--- src/rtl/chan_interleave_mux_pkg.sv ---
// Shared constants and channel-index helpers for the round-robin interleaver.
// Imported by the channel picker and the interleaver top.
package interleave_pkg;

    localparam int MODE_STRICT = 0;
    localparam int MODE_SKIP   = 1;

    localparam int DEF_DATA_W  = 8;
    localparam int DEF_NUM_CH  = 12;

    // Successor channel with an explicit wrap at num_ch, not at a power of two.
    function automatic int unsigned next_ch(input int unsigned idx, input int unsigned num_ch);
        if (idx >= num_ch - 1)
            return 0;
        return idx + 1;
    endfunction

endpackage

--- src/rtl/chan_interleave_mux_rr_pick.sv ---
// Combinational cyclic priority encoder: first requesting channel at or after
// base, wrapping from NUM_CH-1 back to 0.
module rr_pick
    import interleave_pkg::*;
#(
    parameter int NUM_CH = DEF_NUM_CH,
    parameter int SEL_W  = $clog2(NUM_CH)
) (
    input  logic [NUM_CH-1:0] req,
    input  logic [SEL_W-1:0]  base,
    output logic [SEL_W-1:0]  gnt_idx,
    output logic              gnt_any
);

    localparam int unsigned N = NUM_CH;

    always_comb begin
        int unsigned idx;
        gnt_idx = base;
        gnt_any = 1'b0;
        idx     = 0;
        for (int unsigned k = 0; k < N; k++) begin
            idx = 32'(base) + k;
            if (idx >= N)
                idx = idx - N;
            if (!gnt_any && req[idx[SEL_W-1:0]]) begin
                gnt_any = 1'b1;
                gnt_idx = idx[SEL_W-1:0];
            end
        end
    end

endmodule

--- src/rtl/chan_interleave_mux.sv ---
// Registered round-robin interleaver: NUM_CH valid/ready byte streams onto one
// output stream, driven by a self-sequencing channel pointer.
module chan_interleave_mux
    import interleave_pkg::*;
#(
    parameter int DATA_W = DEF_DATA_W,
    parameter int NUM_CH = DEF_NUM_CH,
    parameter int MODE   = MODE_STRICT,
    parameter int SEL_W  = $clog2(NUM_CH)
) (
    input  logic                     clk,
    input  logic                     rst,
    input  logic                     clr,
    input  logic                     en,
    input  logic [NUM_CH*DATA_W-1:0] in_data,
    input  logic [NUM_CH-1:0]        in_valid,
    output logic [NUM_CH-1:0]        in_ready,
    output logic [DATA_W-1:0]        out_data,
    output logic [SEL_W-1:0]         out_ch,
    output logic                     out_last,
    output logic                     out_valid,
    input  logic                     out_ready,
    output logic [SEL_W-1:0]         ptr
);

    logic [SEL_W-1:0]  ptr_q,       ptr_d;
    logic              out_valid_q, out_valid_d;
    logic [DATA_W-1:0] out_data_q,  out_data_d;
    logic [SEL_W-1:0]  out_ch_q,    out_ch_d;
    logic              out_last_q,  out_last_d;

    logic [SEL_W-1:0]  grant;
    logic              grant_any;
    logic              load;
    logic              xfer;
    logic [DATA_W-1:0] word;

    // rst gates load so in_ready stays low for the whole reset window.
    assign load = en & ~clr & ~rst & (~out_valid_q | out_ready);
    assign xfer = load & grant_any;

    if (MODE == MODE_SKIP) begin : g_skip
        rr_pick #(
            .NUM_CH (NUM_CH),
            .SEL_W  (SEL_W)
        ) u_pick (
            .req     (in_valid),
            .base    (ptr_q),
            .gnt_idx (grant),
            .gnt_any (grant_any)
        );
    end else begin : g_strict
        assign grant     = ptr_q;
        assign grant_any = in_valid[ptr_q];
    end

    // Equality-decoded mux: only the granted lane can reach the output word.
    always_comb begin
        word = '0;
        for (int unsigned c = 0; c < NUM_CH; c++) begin
            if (grant == SEL_W'(c))
                word = in_data[c*DATA_W +: DATA_W];
        end
    end

    always_comb begin
        in_ready = '0;
        for (int unsigned c = 0; c < NUM_CH; c++) begin
            in_ready[c] = load && (grant == SEL_W'(c));
        end
    end

    always_comb begin
        ptr_d       = ptr_q;
        out_valid_d = out_valid_q;
        out_data_d  = out_data_q;
        out_ch_d    = out_ch_q;
        out_last_d  = out_last_q;
        if (clr) begin
            ptr_d       = '0;
            out_valid_d = 1'b0;
            out_data_d  = '0;
            out_ch_d    = '0;
            out_last_d  = 1'b0;
        end else if (load) begin
            if (xfer) begin
                out_valid_d = 1'b1;
                out_data_d  = word;
                out_ch_d    = grant;
                out_last_d  = (32'(grant) == NUM_CH - 1);
                ptr_d       = SEL_W'(next_ch(32'(grant), NUM_CH));
            end else begin
                out_valid_d = 1'b0;
            end
        end else if (out_ready) begin
            // en=0 drain: the held word leaves on this handshake.
            out_valid_d = 1'b0;
        end
    end

    always_ff @(posedge clk or posedge rst) begin
        if (rst) begin
            ptr_q       <= '0;
            out_valid_q <= 1'b0;
            out_data_q  <= '0;
            out_ch_q    <= '0;
            out_last_q  <= 1'b0;
        end else begin
            ptr_q       <= ptr_d;
            out_valid_q <= out_valid_d;
            out_data_q  <= out_data_d;
            out_ch_q    <= out_ch_d;
            out_last_q  <= out_last_d;
        end
    end

    assign ptr       = ptr_q;
    assign out_valid = out_valid_q;
    assign out_data  = out_data_q;
    assign out_ch    = out_ch_q;
    assign out_last  = out_last_q;

endmodule
--- config.mk ---
export PLATFORM = sky130hd
export DESIGN_NAME = chan_interleave_mux
export DESIGN_NICKNAME = d
export VERILOG_FILES = /design/src/rtl/chan_interleave_mux_pkg.sv /design/src/rtl/chan_interleave_mux_rr_pick.sv /design/src/rtl/chan_interleave_mux.sv
export SDC_FILE = /design/constraint.sdc
export NUM_CORES = 1
export LEC_CHECK = 0
export CAP_MARGIN = 20
export CORE_MARGIN = 2
export CORE_UTILIZATION = 35
export DETAILED_ROUTE_END_ITERATION = 8
export PLACE_DENSITY = 0.78
export RECOVER_POWER = 25
export SYNTH_ARGS = -nofsm -noshare
export SYNTH_HDL_FRONTEND = slang
export SYNTH_SLANG_ARGS = --single-unit
--- constraint.sdc ---
create_clock -name clk -period 2.8 [get_ports clk]
set_clock_uncertainty 0.05 [all_clocks]
set_input_delay 0.56 -clock clk [delete_from_list [all_inputs] [get_ports clk]]
set_output_delay 0.56 -clock clk [all_outputs]
set_load 0.005 [all_outputs]
==> flow_metrics.py, run 1 <==
metrics = {
    "placed_design": {
        "numPortBuffers": 142,
        "place_area_um2": 3530,
        "place_ws_ps": -127,
        "dp_hpwl_um": 6580,
        "gp_congestion": 0.963,
    },
    "sta": {
        "slew_violations": 0,
        "grt_setup_unrepaired": "no",
        "clock.fmax_mhz": 366,
        "finalCritPeriodShare_pct": 97.5,
        "max_slew_margin_pct": 53.7,
        "tightest_slew_ps": 694,
        "finalHoldViolCount": 0,
        "finalSetupViolations": 0,
        "whs_ps": 458,
        "fin_crit_ps": 2730,
        "worst_slack_ps": 69.9,
    },
    "clock_network": {
        "cts_max_level": 1,
        "cts_tree": "yes",
        "cts_root_buffer": "clkbuf_8",
        "clock_path_buffers": 2,
        "insertion_delay_ps": 250,
        "cts_buffers": 3,
        "cts_hold_buf": 0,
        "clkSlewWorstSetupHoldPaths_ps": 70,
        "cts_sinks": 18,
    },
    "final_layout": {
        "fill_cells": 500,
        "final_cell_mix": "clkdlybuf4s50_1 (131), o21ai_0 (22), buf_4 (21)",
        "final_common_cell": "clkdlybuf4s50_1",
        "postLayoutCellArea_um2": 3630,
        "num_antenna_cells": 0,
        "fin_util_pct": 66.3,
        "synthToLayoutAreaGrowth_pct": 84.0,
        "fin_nets": 518,
        "drive_gt1_share_pct": 9.25,
    },
    "drt": {
        "drt_iter0_markers": 240,
        "dr.pass1.iters": 4,
        "viasPerCell": 5.89,
        "drc": 0,
        "ant_nets": 0,
        "wl_per_cell_um": 17.5,
        "routed_wirelength_um": 8260,
        "vias": 2780,
    },
    "floorplan": {
        "fp.dieW_um": 79.1,
        "initial_core_util_pct": 36.1,
        "core_area_um2": 5470,
        "rows": 27,
        "dieArea_um2": 6250,
        "io_pins": 143,
        "die_y_um": 79.1,
    },
    "grt": {
        "overflow": 0,
        "grt_pass1_vias": 2653,
        "grt_max_degree": 32,
        "grtUsageTotal_pct": 25.3,
        "antenna_found_initial": 0,
        "grt_pass1_wl_um": 12700,
    },
    "logic_synthesis": {
        "yosys.cell_types.count": 40,
        "synth_seq_cells": 18,
        "synth_top_family_by_area": "compound AO/OA/AOI/OAI gates",
        "synthArstFlopShare_pct": 100,
        "synth_cells": 257,
        "yosys.area_share.simple_pct": 19.7,
        "ys.warnings.count": 0,
        "synthXorXnorAreaFrac_pct": 0,
        "synthAdderAreaFrac_pct": 2.54,
        "synth-compound-area-share_pct": 41.7,
        "synth_ff_type": "dfrtp_1",
        "synth_fp_nets": 374,
        "ys_seq_area_share_pct": 22.8,
        "postSynthAreaPerCell_um2": 7.68,
        "muxShareOfSynthArea_pct": 4.31,
        "synth_edf_count": 0,
        "syn_area_um2": 1970,
    },
    "setup_path": {
        "path_cells": "clkdlybuf4s50_1 > nor3b_2 > and2_4 > and3_1 > clkdlybuf4s50_1",
        "critical_path_class": "input pin to output port",
        "critical_path_arrival_ps": 2120,
        "critPathMaxFanout": 3,
        "crit_path_frequent_cell": "clkdlybuf4s50_1",
        "startpoint_type": "input pin",
        "cp-end-kind": "output port",
        "cpPeakStageDelay_ps": 490,
        "cpMaxStageDelayCell": "clkdlybuf4s50_1",
        "required_ps": 2190,
    },
    "run": {
        "max_cap_violations": 0,
    },
    "power_and_ir_drop": {
        "power.switching_uw": 233,
        "p_int_uw": 632,
        "ir_drop_mv": 0.135,
        "power_density_nw_per_um2": 238,
        "pwr-share-comb_pct": 44.1,
        "switching_share_pct": 26.9,
        "leakagePower_nw": 1.44,
        "p_total_uw": 865,
        "clkPwrFrac_pct": 24.0,
        "seqPwrFrac_pct": 31.9,
    },
    "run_status": {
        "status": "finished, final reports clean",
    },
    "worst_hold_path": {
        "min_path_type": "flop to flop",
    },
}
sequential cells by signal, indices dropped and copies added (netlist names):
register / count
out_last: 1
out_data: 8
out_ch: 4
out_valid: 1
ptr: 4
power groups by stage:
stage | Combinational (mW) | Sequential [mW] | Clock (mW)
after floorplan | 0.143 | 0.281 | 0
after global placement | 0.368 | 0.280 | 0
after detailed placement | 0.372 | 0.281 | 0
after CTS | 0.375 | 0.276 | 0.212
after global routing | 0.408 | 0.277 | 0.227
final | 0.381 | 0.276 | 0.207
stage by stage:
stage	cells	TNS, ps
finish	472	0
global route	472	0
CTS	471	0
detailed placement	466	-1240
global placement	466	-1070
floorplan	257	0
area by class of cell:
type	instances	area (um2)	area share, %
repair buffers	165	1610	44.4
multi-input cells	198	1370	37.6
flip-flops and latches	18	450	12.4
well taps	72	90.1	2.48
inverters	15	56.3	1.55
clock buffers	4	55.1	1.52
path summary, 6_finish.rpt:
path	startpoint	to	slack, ps	cells past startpoint
max	clr	in_ready[2]	70	5
min	out_ch[2]$_DFFE_PP0P_	out_ch[2]$_DFFE_PP0P_	460	2
max reg2reg	ptr[0]$_DFFE_PP0P_	out_data[3]$_DFFE_PP0P_	300	9
min reg2reg	out_ch[2]$_DFFE_PP0P_	out_ch[2]$_DFFE_PP0P_	460	2
max in group asynchronous	rst	ptr[3]$_DFFE_PP0P_	1520	2
min in group asynchronous	rst	out_data[7]$_DFFE_PP0P_	740	2
critical path: cells and delay by family:
family                 cells  cell delay (ps)
AND/OR/NAND/NOR            3              620
buffers and inverters      2              940
Yosys cell counts, drive strengths merged (2+ instances only):
library cell,instances,area share [%]
o21ai,22,5.6
clkbuf,18,3.4
dfrtp,18,23
nor2,16,3.0
a221oi,14,6.2
o22ai,14,4.4
inv,13,2.5
o221ai,13,5.8
a21oi,11,2.8
nand2,10,1.9
nand2b,9,2.9
nand3,9,2.3
nor3,9,2.3
buf,8,2.7
a211oi,7,2.7
nor2b,7,2.2
a221o,5,2.5
a22oi,5,1.9
a311oi,5,2.2
nand3b,5,1.9
o31a,5,2.2
and3,4,1.3
ha,4,2.5
mux2i,4,2.0
o31ai,3,1.1
and2,2,0.63
clkinv,2,0.38
mux4,2,2.3
o211a,2,1.0
o41ai,2,0.89
timing repair:
action | 4_1_cts | 5_1_grt
resized for setup | 10 | 9
pin swaps | 2 | 3
buffers inserted | 1 | 1
endpoints found under the setup margin | 12 | 11
kinds of logic after synthesis:
kind of cell / count (synthesis)
flops: 18
fa+ha+maj: 4
buf+inv: 41
simple gates: 75
mux: 6
compound gates: 113
routing by layer:
metal	wire length, um	vias to the layer above	share of wire (%)	track usage [%]
met5	0	-	0	0
met4	156	0	1.9	9.48
met3	805	14	9.7	4.43
met2	4020	189	49	42.2
met1	3290	1274	40	32.5
li1	-	1303	-	-
Note: power is estimated with default switching activity, not from simulation.
==> inputs of run 2 (changes only) <==
--- a/config.mk
+++ b/config.mk
@@ -6,11 +6,15 @@
 export NUM_CORES = 1
 export LEC_CHECK = 0
 export CAP_MARGIN = 20
+export CELL_PAD_IN_SITES_DETAIL_PLACEMENT = 1
+export CELL_PAD_IN_SITES_GLOBAL_PLACEMENT = 1
 export CORE_MARGIN = 2
-export CORE_UTILIZATION = 35
+export CORE_UTILIZATION = 23
 export DETAILED_ROUTE_END_ITERATION = 8
-export PLACE_DENSITY = 0.78
+export HOLD_SLACK_MARGIN = 0.08
+export PLACE_DENSITY = 0.77
 export RECOVER_POWER = 25
+export SKIP_CTS_REPAIR_TIMING = 1
 export SYNTH_ARGS = -nofsm -noshare
 export SYNTH_HDL_FRONTEND = slang
 export SYNTH_SLANG_ARGS = --single-unit
==> run 2 against run 1 <==
Register-to-register slack better by 50 ps. Clock power grew 8%. Non-clock buffer count is the same. Sequential power is essentially flat. Fmax rose by 0.31%. Worst setup slack better by 8.4 ps. Via count down 2.9%. First-iteration DRC count fell by 45%. Global-route usage is 5.1 points lower. Final cell count grew 7.0%. Critical path depth stayed put. Count of clock-buffer cells in the layout unchanged. Critical path type unchanged. Critical endpoint is now in_ready[1]. Highest routed layer unchanged.
==> flow_metrics.py, run 2 (synthesis results as in run 1) <==
metrics = {
    "run_status": {
        "status": "finished, final reports clean",
    },
    "sta": {
        "fin_crit_ps": 2720,
        "clock.fmax_mhz": 367,
        "max_slew_margin_pct": 52.7,
        "slew_violations": 0,
        "tightest_slew_ps": 709,
        "finalCritPeriodShare_pct": 97.2,
        "whs_ps": 461,
        "finalSetupViolations": 0,
        "worst_slack_ps": 78.3,
        "grt_setup_unrepaired": "no",
        "finalHoldViolCount": 0,
    },
    "setup_path": {
        "critical_path_class": "input pin to output port",
        "cp-end-kind": "output port",
        "critical_path_arrival_ps": 2110,
        "required_ps": 2190,
        "startpoint_type": "input pin",
        "critPathMaxFanout": 4,
    },
    "worst_hold_path": {
        "min_path_type": "flop to flop",
    },
    "placed_design": {
        "numPortBuffers": 142,
        "place_area_um2": 3570,
        "gp_congestion": 0.799,
        "place_ws_ps": -202,
        "dp_hpwl_um": 7850,
        "dpl.cell_count": 500,
    },
    "drt": {
        "routed_wirelength_um": 9710,
        "drt_iter0_markers": 133,
        "vias": 2699,
        "dr.pass1.iters": 4,
        "wl_per_cell_um": 19.2,
        "drc": 0,
        "ant_nets": 0,
        "viasPerCell": 5.34,
    },
    "grt": {
        "antenna_found_initial": 0,
        "grt_pass1_vias": 2953,
        "grtUsageTotal_pct": 20.1,
        "grt_pass1_wl_um": 15500,
        "overflow": 0,
        "grt_max_degree": 32,
    },
    "floorplan": {
        "die_y_um": 96.6,
        "dieArea_um2": 9340,
        "io_pins": 143,
        "initial_core_util_pct": 23.9,
        "fp.dieW_um": 96.6,
        "rows": 33,
        "core_area_um2": 8260,
    },
    "clock_network": {
        "clock_path_buffers": 2,
        "clkSlewWorstSetupHoldPaths_ps": 70,
        "cts_sinks": 18,
        "cts_max_level": 1,
        "cts_root_buffer": "clkbuf_8",
        "cts_buffers": 3,
        "cts_tree": "yes",
        "insertion_delay_ps": 260,
    },
    "final_layout": {
        "final_common_cell": "clkdlybuf4s50_1",
        "synthToLayoutAreaGrowth_pct": 87.6,
        "final_cell_mix": "clkdlybuf4s50_1 (131), o21ai_0 (22), buf_4 (21)",
        "finalNonFillerCells": 505,
        "num_antenna_cells": 0,
        "postLayoutCellArea_um2": 3700,
        "drive_gt1_share_pct": 9.50,
        "largest_reg_flops": 8,
        "fin_nets": 518,
    },
    "power_and_ir_drop": {
        "power_density_nw_per_um2": 240,
        "ir_drop_mv": 0.139,
        "leakagePower_nw": 1.51,
    },
    "run": {
        "max_cap_violations": 0,
    },
}
-- run 2: path summary, 6_finish.rpt --
check	startpoint	to	slack, ps	cells after the start
max	en	in_ready[1]	80	5
min in group asynchronous	rst	out_data[2]$_DFFE_PP0P_	580	2
max reg2reg	ptr[0]$_DFFE_PP0P_	out_data[3]$_DFFE_PP0P_	350	8
min reg2reg	out_ch[2]$_DFFE_PP0P_	out_ch[2]$_DFFE_PP0P_	460	2
min	out_ch[2]$_DFFE_PP0P_	out_ch[2]$_DFFE_PP0P_	460	2
max in group asynchronous	rst	out_data[7]$_DFFE_PP0P_	1670	2
-- run 2: worst max-delay path, cell delays in order --
cell,delay [ps]
clkdlybuf4s50_1,460
nor3b_4,210
and2_4,230
and3_1,160
clkdlybuf4s50_1,500
-- run 2: routing by layer --
metal | vias to the layer above | track usage [%] | part of all wire, %
met3 | 12 | 2.89 | 5.5
met2 | 101 | 34.5 | 48
met4 | 0 | 5.42 | 2.1
met1 | 1282 | 26.5 | 44
li1 | 1304 | - | -
met5 | - | 0 | 0
-- run 2: layout make-up --
cell class              count  area, um2
clock buffers               4       55.1
repair buffers            165       1630
fillers                   979       4560
multi-input cells         198       1380
flip-flops and latches     18        450
inverters                  15       56.3
well taps                 105        131
-- run 2: power breakdown --
group,internal (mW),total (mW),switching [mW]
logic,0.240,0.392,0.153
clock network,0.125,0.223,0.0973
registers,0.269,0.275,0.00601
total,0.634,0.890,0.256
-- run 2: metrics by stage --
stage               setup TNS (ps)  util (%)  total power [mW]
floorplan                        0         -             0.424
global placement              -798      43.2             0.655
detailed placement           -1780      43.3             0.667
CTS                          -1790      44.0             0.890
global route                     0      44.8             0.934
finish                           0      44.8             0.890
